==> src/rtl/nibble_serial_add_ctrl.sv <==
// Wide add/subtract sequencer that feeds an external 4-bit ripple-carry adder one nibble
// per clock and assembles the full-width result, carry-out and signed overflow flag.
module nibble_serial_add_ctrl #(
    parameter int NIBBLES = 4
) (
    input  logic                 clk,
    input  logic                 rst,
    input  logic                 start,
    input  logic                 sub,
    input  logic [4*NIBBLES-1:0] op_a,
    input  logic [4*NIBBLES-1:0] op_b,
    output logic                 busy,
    output logic                 done,
    output logic [4*NIBBLES-1:0] result,
    output logic                 carry_out,
    output logic                 overflow,
    output logic [3:0]           add_a,
    output logic [3:0]           add_b,
    output logic                 add_cin,
    input  logic [3:0]           add_s,
    input  logic                 add_cout
);

    localparam int W     = 4 * NIBBLES;
    localparam int IDX_W = (NIBBLES > 2) ? $clog2(NIBBLES) : 1;
    localparam logic [IDX_W-1:0] LAST_IDX = IDX_W'(NIBBLES - 1);

    if (NIBBLES < 2) begin : g_paramCheck
        $error("nibble_serial_add_ctrl: NIBBLES must be at least 2");
    end

    typedef enum logic [1:0] {
        IDLE,
        RUN,
        DONE
    } state_t;

    state_t             r_state;
    state_t             w_stateNext;
    logic [W-1:0]       r_a;
    logic [W-1:0]       r_b;
    logic               r_carry;
    logic [IDX_W-1:0]   r_idx;
    logic [W-1:0]       r_result;
    logic               r_carryOut;
    logic               r_overflow;
    logic [IDX_W+1:0]   w_bitBase;
    logic               w_lastNibble;

    assign w_bitBase    = {r_idx, 2'b00};
    assign w_lastNibble = (r_idx == LAST_IDX);

    always_ff @(posedge clk) begin
        if (rst) begin
            r_state <= IDLE;
        end else begin
            r_state <= w_stateNext;
        end
    end

    // The adder inputs are only driven in RUN so the external adder sees quiet zeros otherwise.
    always_comb begin
        w_stateNext = r_state;
        busy        = 1'b0;
        done        = 1'b0;
        add_a       = 4'h0;
        add_b       = 4'h0;
        add_cin     = 1'b0;
        case (r_state)
            IDLE: begin
                if (start) begin
                    w_stateNext = RUN;
                end
            end
            RUN: begin
                busy    = 1'b1;
                add_a   = r_a[w_bitBase +: 4];
                add_b   = r_b[w_bitBase +: 4];
                add_cin = r_carry;
                if (w_lastNibble) begin
                    w_stateNext = DONE;
                end
            end
            DONE: begin
                busy        = 1'b1;
                done        = 1'b1;
                w_stateNext = IDLE;
            end
            default: begin
                w_stateNext = IDLE;
            end
        endcase
    end

    // Subtraction is A + ~B + 1: B is inverted at load time and the carry chain is seeded with sub.
    always_ff @(posedge clk) begin
        if (rst) begin
            r_a        <= '0;
            r_b        <= '0;
            r_carry    <= 1'b0;
            r_idx      <= '0;
            r_result   <= '0;
            r_carryOut <= 1'b0;
            r_overflow <= 1'b0;
        end else begin
            case (r_state)
                IDLE: begin
                    if (start) begin
                        r_a     <= op_a;
                        r_b     <= op_b ^ {W{sub}};
                        r_carry <= sub;
                        r_idx   <= '0;
                    end
                end
                RUN: begin
                    r_result[w_bitBase +: 4] <= add_s;
                    r_carry                  <= add_cout;
                    r_idx                    <= r_idx + 1'b1;
                    if (w_lastNibble) begin
                        r_carryOut <= add_cout;
                        r_overflow <= (r_a[W-1] == r_b[W-1]) && (add_s[3] != r_a[W-1]);
                    end
                end
                default: begin
                end
            endcase
        end
    end

    assign result    = r_result;
    assign carry_out = r_carryOut;
    assign overflow  = r_overflow;

endmodule

==> config.mk <==
export PLATFORM = sky130hd
export DESIGN_NAME = nibble_serial_add_ctrl
export DESIGN_NICKNAME = d
export VERILOG_FILES = /design/src/rtl/nibble_serial_add_ctrl.sv
export SDC_FILE = /design/constraint.sdc
export NUM_CORES = 1
export LEC_CHECK = 0
export ABC_AREA = 1
export CAP_MARGIN = 20
export CORE_ASPECT_RATIO = 0.7
export CORE_MARGIN = 2
export CORE_UTILIZATION = 44
export CTS_CLUSTER_SIZE = 10
export DETAILED_ROUTE_END_ITERATION = 10
export GPL_ROUTABILITY_DRIVEN = 0
export PLACE_DENSITY = 0.76
export SYNTH_ARGS = -nofsm -noshare
export SYNTH_HDL_FRONTEND = slang
export SYNTH_SLANG_ARGS = --single-unit
==> constraint.sdc <==
create_clock -name clk -period 1.8 [get_ports clk]
set_clock_uncertainty 0.15 [all_clocks]
set_input_delay 0.18 -clock clk [delete_from_list [all_inputs] [get_ports clk]]
set_output_delay 0.18 -clock clk [all_outputs]
set_load 0.02 [all_outputs]
# Yosys cells after proc, flatten, opt, wreduce, memory -nomap -nowiden
# Index checks and enable logic that the tools add are counted.
dict set report totals {
  register_bits 55
  inputBits 41
  out_inout_bits 29
  elab_cells 43
}
dict set report classes {
  add_sub_neg 2
  eq_ne 7
  n_shift 4
  mux 13
  n_bitwise 1
  reduce_logical 8
}
# op n
set op_table {}
lappend op_table {{16-bit by 5-bit indexed part select with 4-bit output} 2}
lappend op_table {{16-bit bitwise mux} 1}
lappend op_table {{4-bit by 6-bit variable shift with 16-bit output (first input constant)} 1}
lappend op_table {{4-bit by 6-bit indexed part select with 16-bit output} 1}
lappend op_table {{16-bit XOR} 1}
lappend op_table {{4-bit two-way mux} 2}
lappend op_table {{2-bit one-hot mux with 2 select lines} 2}
lappend op_table {{2-bit AND reduction} 4}
lappend op_table {{2-bit two-way mux} 3}
lappend op_table {{4-bit negation with 6-bit output} 1}
lappend op_table {{2-bit == test (second input constant)} 2}
lappend op_table {{1-bit two-way mux} 4}
lappend op_table {{2-bit inequality test (second input constant)} 2}
lappend op_table {{2-bit by 1-bit adder with 2-bit output (second input constant)} 1}
lappend op_table {{2-bit by 1-bit == test with 1-bit output (second input constant)} 1}
lappend op_table {{2-bit zero test} 1}
lappend op_table {{1-bit one-hot mux with 2 select lines} 1}
lappend op_table {{2-bit nonzero test} 1}
lappend op_table {{2-bit OR reduction} 1}
lappend op_table {{1-bit == test} 1}
lappend op_table {{1-bit logical AND} 1}
lappend op_table {{1-bit inequality test} 1}

# Logic depth before layout (Yosys ltp)
dict set report logic_depth {
  depth_word 3
  ltp_mapped 9
  ltp_nobuf 8
}

# Worst setup path after synthesis
# OpenSTA, ideal clock, no wires.
dict set report synth_path {
  path_kind {register to register}
  startpoint {register r_idx[0]}
  endpoint {register r_result[12], in the netlist result[12]}
  setup_ns 0.071
  t_arrival_ns 1.486
  t_required_ns 1.579
  path_slack_ns 0.093
  stages_incl_launch_ff 10
  n_path_buf 2
  path_cell_list {dfxtp_1 -> buf_4 -> inv_4 -> buf_6 -> ha_1 -> inv_1 -> nand2_1 -> nor2_2 -> nand2_1 -> a21oi_1}
}
dict set report synth_between {
  elab_chain_cells 3
  elab_cells_between_ends 4
  classes_between {1 x add/sub; 2 x shift; 1 x mux}
}
# element line_no
set synth_lines {}
lappend synth_lines {{start: declaration} 43} ;# logic [IDX_W-1:0] r_idx;
lappend synth_lines {{start signal: assignment} 118} ;# r_idx <= r_idx + 1'b1;
lappend synth_lines {{4-bit negation with 6-bit output (*)} 116} ;# r_result[w_bitBase +: 4] <= add_s;
lappend synth_lines {{4-bit by 6-bit indexed part select with 16-bit output / 4-bit by 6-bit variable shift with 16-bit output (equally long branches)} 116}
lappend synth_lines {{16-bit bitwise mux (*)} 116}
lappend synth_lines {{end signal: indexed assignment} 116}
lappend synth_lines {{end: declaration} 44} ;# logic [W-1:0] r_result;
# Every way passes the cells marked *; elsewhere a longest branch is shown, timed or not.
# A chain may end at the register's enable or synchronous reset.

# Final worst setup path
dict set report layout_path {
  startpoint {register r_state[1]}
  endpoint {output add_b[2]}
}
dict set report layout_between {
  elab_chain_cells 2
}
# element line_no
set layout_lines {}
lappend layout_lines {{start: declaration} 38} ;# state_t r_state;
lappend layout_lines {{start signal: assignment} 57} ;# r_state <= w_stateNext;
lappend layout_lines {{2-bit by 1-bit == test with 1-bit output} 69} ;# case (r_state)
lappend layout_lines {{4-bit two-way mux} 69}
lappend layout_lines {{end: declaration} 18} ;# output logic [3:0] add_b,
# Every way passes these cells.

==> impl_results.md <==
* Internal power at 1.82 mW
* CP max FO at 3
* Combinational share of power at 0.220
* Final Cell Area at 3660 sq um
* Routed WL per cell at 12.1 um
* Met3 GRT Util at 0.0511
* Nets at 512
* Clk slew on worst S/H paths at 0.09 ns
* Largest net degree at the start of global routing at 38
* Final ANT Viol Nets at 0
* CP Class: reg2out
* Top cell type's share of synthesized area at 0.400
* Row cnt at 24
* Core ar. at 6130 sq um
* Largest cells by area after synthesis: dfxtp_1 40%, nand2_1 12%, a21oi_1 9.5%
* Cell Chain, Critical Path: inv_2 -> ha_4 -> clkinv_2 -> buf_4 -> a21oi_1 -> buf_4
* CTS tree: built
* Top FF cell, synth: dfxtp_1
* Root buffer cell: clkbuf_8
* M2 GR Usage at 0.294
* Worst Max-Slew Pin Slew at 0.267 ns
* Routed via count at 2615
* Layout cells sized above 1 at 0.123
* Slowest cell delay on critical path at 0.33 ns
* Total of max-cap violations at 0
* First-pass GRT wire length at 10800 um
* First-pass DRT Iterations at 4
* Count leader, synth: nand2_1
* Syn Std Cell Area at 2750 sq um
* Flops & latches, synth at 55
* Endpoint class of the critical path: primary output
* Met1 Use GR at 0.268
* Maximum clock path buffer count at 2
* Minimum clock period at 1.73 ns
* GR peak layer: met2
* HPWL Detailed at 4870 um
* Antenna Cells at 0
* Netlist cell types at 25
* Peak Freq at 578 MHz
* Routed WL at 6550 um
* Top post-synthesis cells by count: 88 x nand2_1, 55 x dfxtp_1, 52 x a21oi_1
* Setup violations, final at 0
* FILL cells at 579
* Clk network pwr share at 0.258
* Setup ws final at 0.0700 ns
* Cell family with most CP delay: buffers and inverters
* Top cell type by total area after synthesis: dfxtp_1
* Critical Path AT at 1.40 ns
* Finished Core Util at 0.598
* VDD IR max at 0.000369 V
* PortBufs at 69
* Die Ht at 70.1 um
* Sequential fraction of the synthesis area at 0.400
* Grt ovf at 0
* Initial Utilization at 0.449
* Area grow syn2layout at 33.2%
* Post-Syn Instances at 389
* Syn_nets at 438
* Post-placement cell area at 3550 sq um
* # clock sinks at 55
* CP max-delay cell: dfxtp_1
* Async SR Flop Fraction at 0
* Status: finished, final reports clean
* Vias/cell at 4.82
* Slew headroom at 0.822
* Post-synth EDFFs at 0
* Min Hold Slack at 0.309 ns
* H-tree depth at 2
* TritonCTS buffer count at 5
* CP most frequent cell: buf_4
* GRT Resource Usage Total at 0.191
* Drt initial violations at 159
* CP Launch Type: flip-flop
* Later-pin clock latency in the skew report at 0.30 ns
* Die area at 6910 sq um
* I/O pin count at 70
* Final period util at 0.961
* Sequential Power Share at 0.522
* Die Width at 98.5 um
* CP required at 1.47 ns
* Worst min path class: reg2reg
* Switch Pwr at 0.724 mW
* Leakage at 1.52 nW
* Drc violations at 0
* Pins Over Slew Limit at 0
* PD cells at 695 nW/um^2
* Syn_area_per_cell at 7.07 sq um
* Final hold violation count at 0
* Vias in the first global route at 2378
* Sw Share at 0.284
* Total Power at 2.54 mW
* Setup bufs post-CTS at 0
* Initial antenna violation count at 0
* Worst path bufs/invs at 4
* Pre-CTS WS at -0.123 ns
* Syn. warnings at 0
==> power by group through the flow <==
stage                     sequential (mW)  combinational (mW)  clock [mW]
after floorplan                      1.35               0.338           0
after global placement               1.35               0.537           0
after detailed placement             1.36               0.547           0
after CTS                            1.33               0.544       0.679
after global routing                 1.34               0.625       0.722
final                                1.33               0.560       0.655
==> registers in the layout, indices dropped and copies added, names as in the netlist <==
register   flops
overflow       1
r_idx          2
result        16
r_a           16
r_carry        1
r_state        2
carry_out      1
r_b           16
==> metal layers <==
layer  wire, um  share of wire
met1       3200           0.49
met4         51         0.0078
met3        455          0.069
met2       2840           0.43
met5          0              0
==> path summary, 6_finish.rpt <==
path | to | startpoint | cells past startpoint | slack, ns
setup reg to reg | overflow | r_idx[0] | 9 | 0.09
setup / recovery | add_b[2] | r_state[1] | 6 | 0.07
hold / removal | r_a[7] | r_a[7] | 2 | 0.31
hold reg to reg | r_a[7] | r_a[7] | 2 | 0.31
==> worst min-delay path: cells and delay by family, from the launching register on <==
kind,cells,cell delay (ns)
AO/OA/AOI/OAI,1,0.05
buffers and inverters,1,0.06
flip-flops,1,0.31
==> cell usage in the layout, fill, tap and decap left out, drive strengths merged <==
cell / count
buf: 25
dfxtp: 55
clkdlybuf4s50: 58
clkbuf: 6
ha: 8
nand2: 91
inv: 45
o21ai: 33
nor2: 48
a21oi: 53
xnor2: 16
dlygate4sd2: 1
clkinv: 4
nand3: 20
clkdlybuf4s15: 1
==> layout make-up <==
cell class,count,area (sq um),share of cell area
Timing Repair Buffer,86,820,0.224
Clock inverter,3,15.0,0.00410
Tap cell,78,97.6,0.0266
Multi-Input combinational cell,269,1370,0.375
Inverter,46,184,0.0502
Sequential cell,55,1110,0.302
Clock buffer,5,68.8,0.0188
==> cells by family (layout without fill, tap and decap cells) <==
family / Yosys count / in the layout / synth area share
XOR/XNOR: 16 / 16 / 0.0510
flip-flops: 55 / 55 / 0.400
AO/OA/AOI/OAI: 86 / 86 / 0.158
buffers and inverters: 65 / 140 / 0.116
adder cells (fa/ha/maj): 8 / 8 / 0.0364
AND/OR/NAND/NOR: 159 / 159 / 0.239
==> per-stage QoR <==
step                      instances  setup TNS [ns]
after floorplan                 389               0
after global placement          534          -0.454
after detailed placement        534          -0.759
after CTS                       542               0
after global routing            542         -0.0248
final                           542               0
==> timing repair <==
item                                    in CTS  in global routing
gates resized for setup                     43                 19
hold buffers                                 0                  0
endpoints found under the setup margin      14                 21
(Power assumes the default switching activity.)
==> patch: new RTL, same settings <==
Make the reset (`rst`) asynchronous in 2 clocked blocks.
--- a/src/rtl/nibble_serial_add_ctrl.sv
+++ b/src/rtl/nibble_serial_add_ctrl.sv
@@ -52,3 +52,3 @@
 
-    always_ff @(posedge clk) begin
+    always_ff @(posedge clk or posedge rst) begin
         if (rst) begin
@@ -95,3 +95,3 @@
     // Subtraction is A + ~B + 1: B is inverted at load time and the carry chain is seeded with sub.
-    always_ff @(posedge clk) begin
+    always_ff @(posedge clk or posedge rst) begin
         if (rst) begin
Formal check against the unedited RTL: differs if rst is asserted again (counterexample within 4 cycles, from zero or initial values and one cycle with rst high); with rst held inactive, the same outputs for 10 cycles.
==> patch against the unedited design <==
Die area increased by 2.0%; synthesized cell count decreased by 8.2%; design area increased by 5.1%; count of clock-buffer cells in the layout increased by 3; setup slack got worse by 38 ps; routed wire length decreased by 2.4%; synthesized area increased by 2.1%; via count decreased by 4.7%; sequential cell count unchanged; highest routed layer unchanged.
Power is not compared: it rests on default switching activity, and its combinational part moved more than twofold at a synthesized area within 25%.
==> patch: results (changes against the unedited design) <==
outcome completed; Hold Path Class in2async; largest net degree at the start of global routing 33 (-13%); Crit Reg-Reg Endpoint result[5]; Cells after DPL 509 (-4.7%); Fill cells 551 (-4.8%); Synth Area in XOR/XNOR 0.0499 (-0.00104); most frequent cells after synthesis nand2_1, dfrtp_1, inv_1, o21ai_0, nand3_1; syn_nets 406 (-7.3%); detail-routed via count per cell 4.80 (-0.48%); first-pass GRT wire length 10.8 mm (-0.32%); Worst Reg-to-Reg Cells 8 (-1); Async S/R FF share, synth 1.00 (+1.00); Placed Area 0.00372 mm2 (+4.7%); average wire per standard cell 12.3 um (+1.9%); post-synthesis compound-gate area fraction 0.0891 (-0.0687); Cell variety after synth 18 (-28%); top post-synthesis cells by area dfrtp_1, nand2_1, o21ai_0; vias in the first global route 2,435 (+2.4%); Crit Path Max Fanout 9 (+6); layout cells sized above 1 0.125 (+0.00187); Post-Synth Adder-Cell Area 0.0357 (-0.000746); data arrival time of the critical path 1440 ps (+40 ps); WL final 6.39 mm (-2.4%); sequential cell area fraction in the yosys report 0.490 (+0.0898); Fin Hold WS 49.4 ps (-260 ps); Least-Margin Pin Slew 473 ps (+206 ps); Leak about 1.9 nW; 1st-iter DRT viols 83 (-48%); Post-DP HPWL 4.79 mm (-1.7%); Top FF cell, synth dfrtp_1; RR Startpoint r_idx[0]; Num CTS Buffers 5 (unchanged)
-- patch: cell types whose count changed after synthesis, sizes merged, moves of 9 or more --
cell / delta
dfrtp: +55
dfxtp: -55
nor2: -40
o21ai: +9
nand2: +40
a21oi: -45
-- patch: worst max path at each step --
stage,start,to,slack [ps],cells past startpoint
global placement,r_state[1],add_b[2],-90,5
detailed placement,r_state[1],add_b[3],-100,5
floorplan,r_idx[1],result[10],60,7
global route,r_idx[0],add_b[2],-50,5
CTS,r_idx[0],add_b[2],20,6
finish,r_idx[0],add_b[2],30,5
-- patch: critical path, cell delays in order, from the launching register on --
cell and delay, ps:
dfrtp_1 420, buf_4 180, nand2_1 70, nand3_1 90, a21oi_1 200, buf_4 170
-- patch: power by group --
part	internal (mW)	switching [mW]	total, mW
Sequential	1.81	0.277	2.09
Combinational	1.38	1.83	3.21
Clock	0.352	0.399	0.752
Total	3.55	2.50	6.05
-- patch: layout make-up --
cell class,count,share of cell area
flip-flops and latches,55,0.358
inverters,48,0.0468
multi-input cells,239,0.312
clock buffers,8,0.0260
repair buffers,91,0.232
well taps,78,0.0254
-- patch: routing by layer --
layer | track usage | wire length (um) | vias up
met5 | 0 | 0 | -
met4 | 0.0670 | 116 | 0
met3 | 0.0435 | 364 | 12
met2 | 0.312 | 2980 | 62
met1 | 0.255 | 2930 | 1158
li1 | - | - | 1260
-- patch: metrics by stage --
stage / setup WS (ps) / TNS (ps)
after global routing: -49.0 / -162
after global placement: -89.5 / -588
after floorplan: 62.5 / 0
after detailed placement: -104 / -729
final: 32.4 / 0
after CTS: 19.3 / 0
-- patch: repair_timing --
action	4_1_cts	5_1_grt
hold buffers	0	0
gates resized for setup	45	19
setup buffers	0	2
hold endpoints to repair	0	0
endpoints found under the setup margin	19	24
pin swaps	0	4
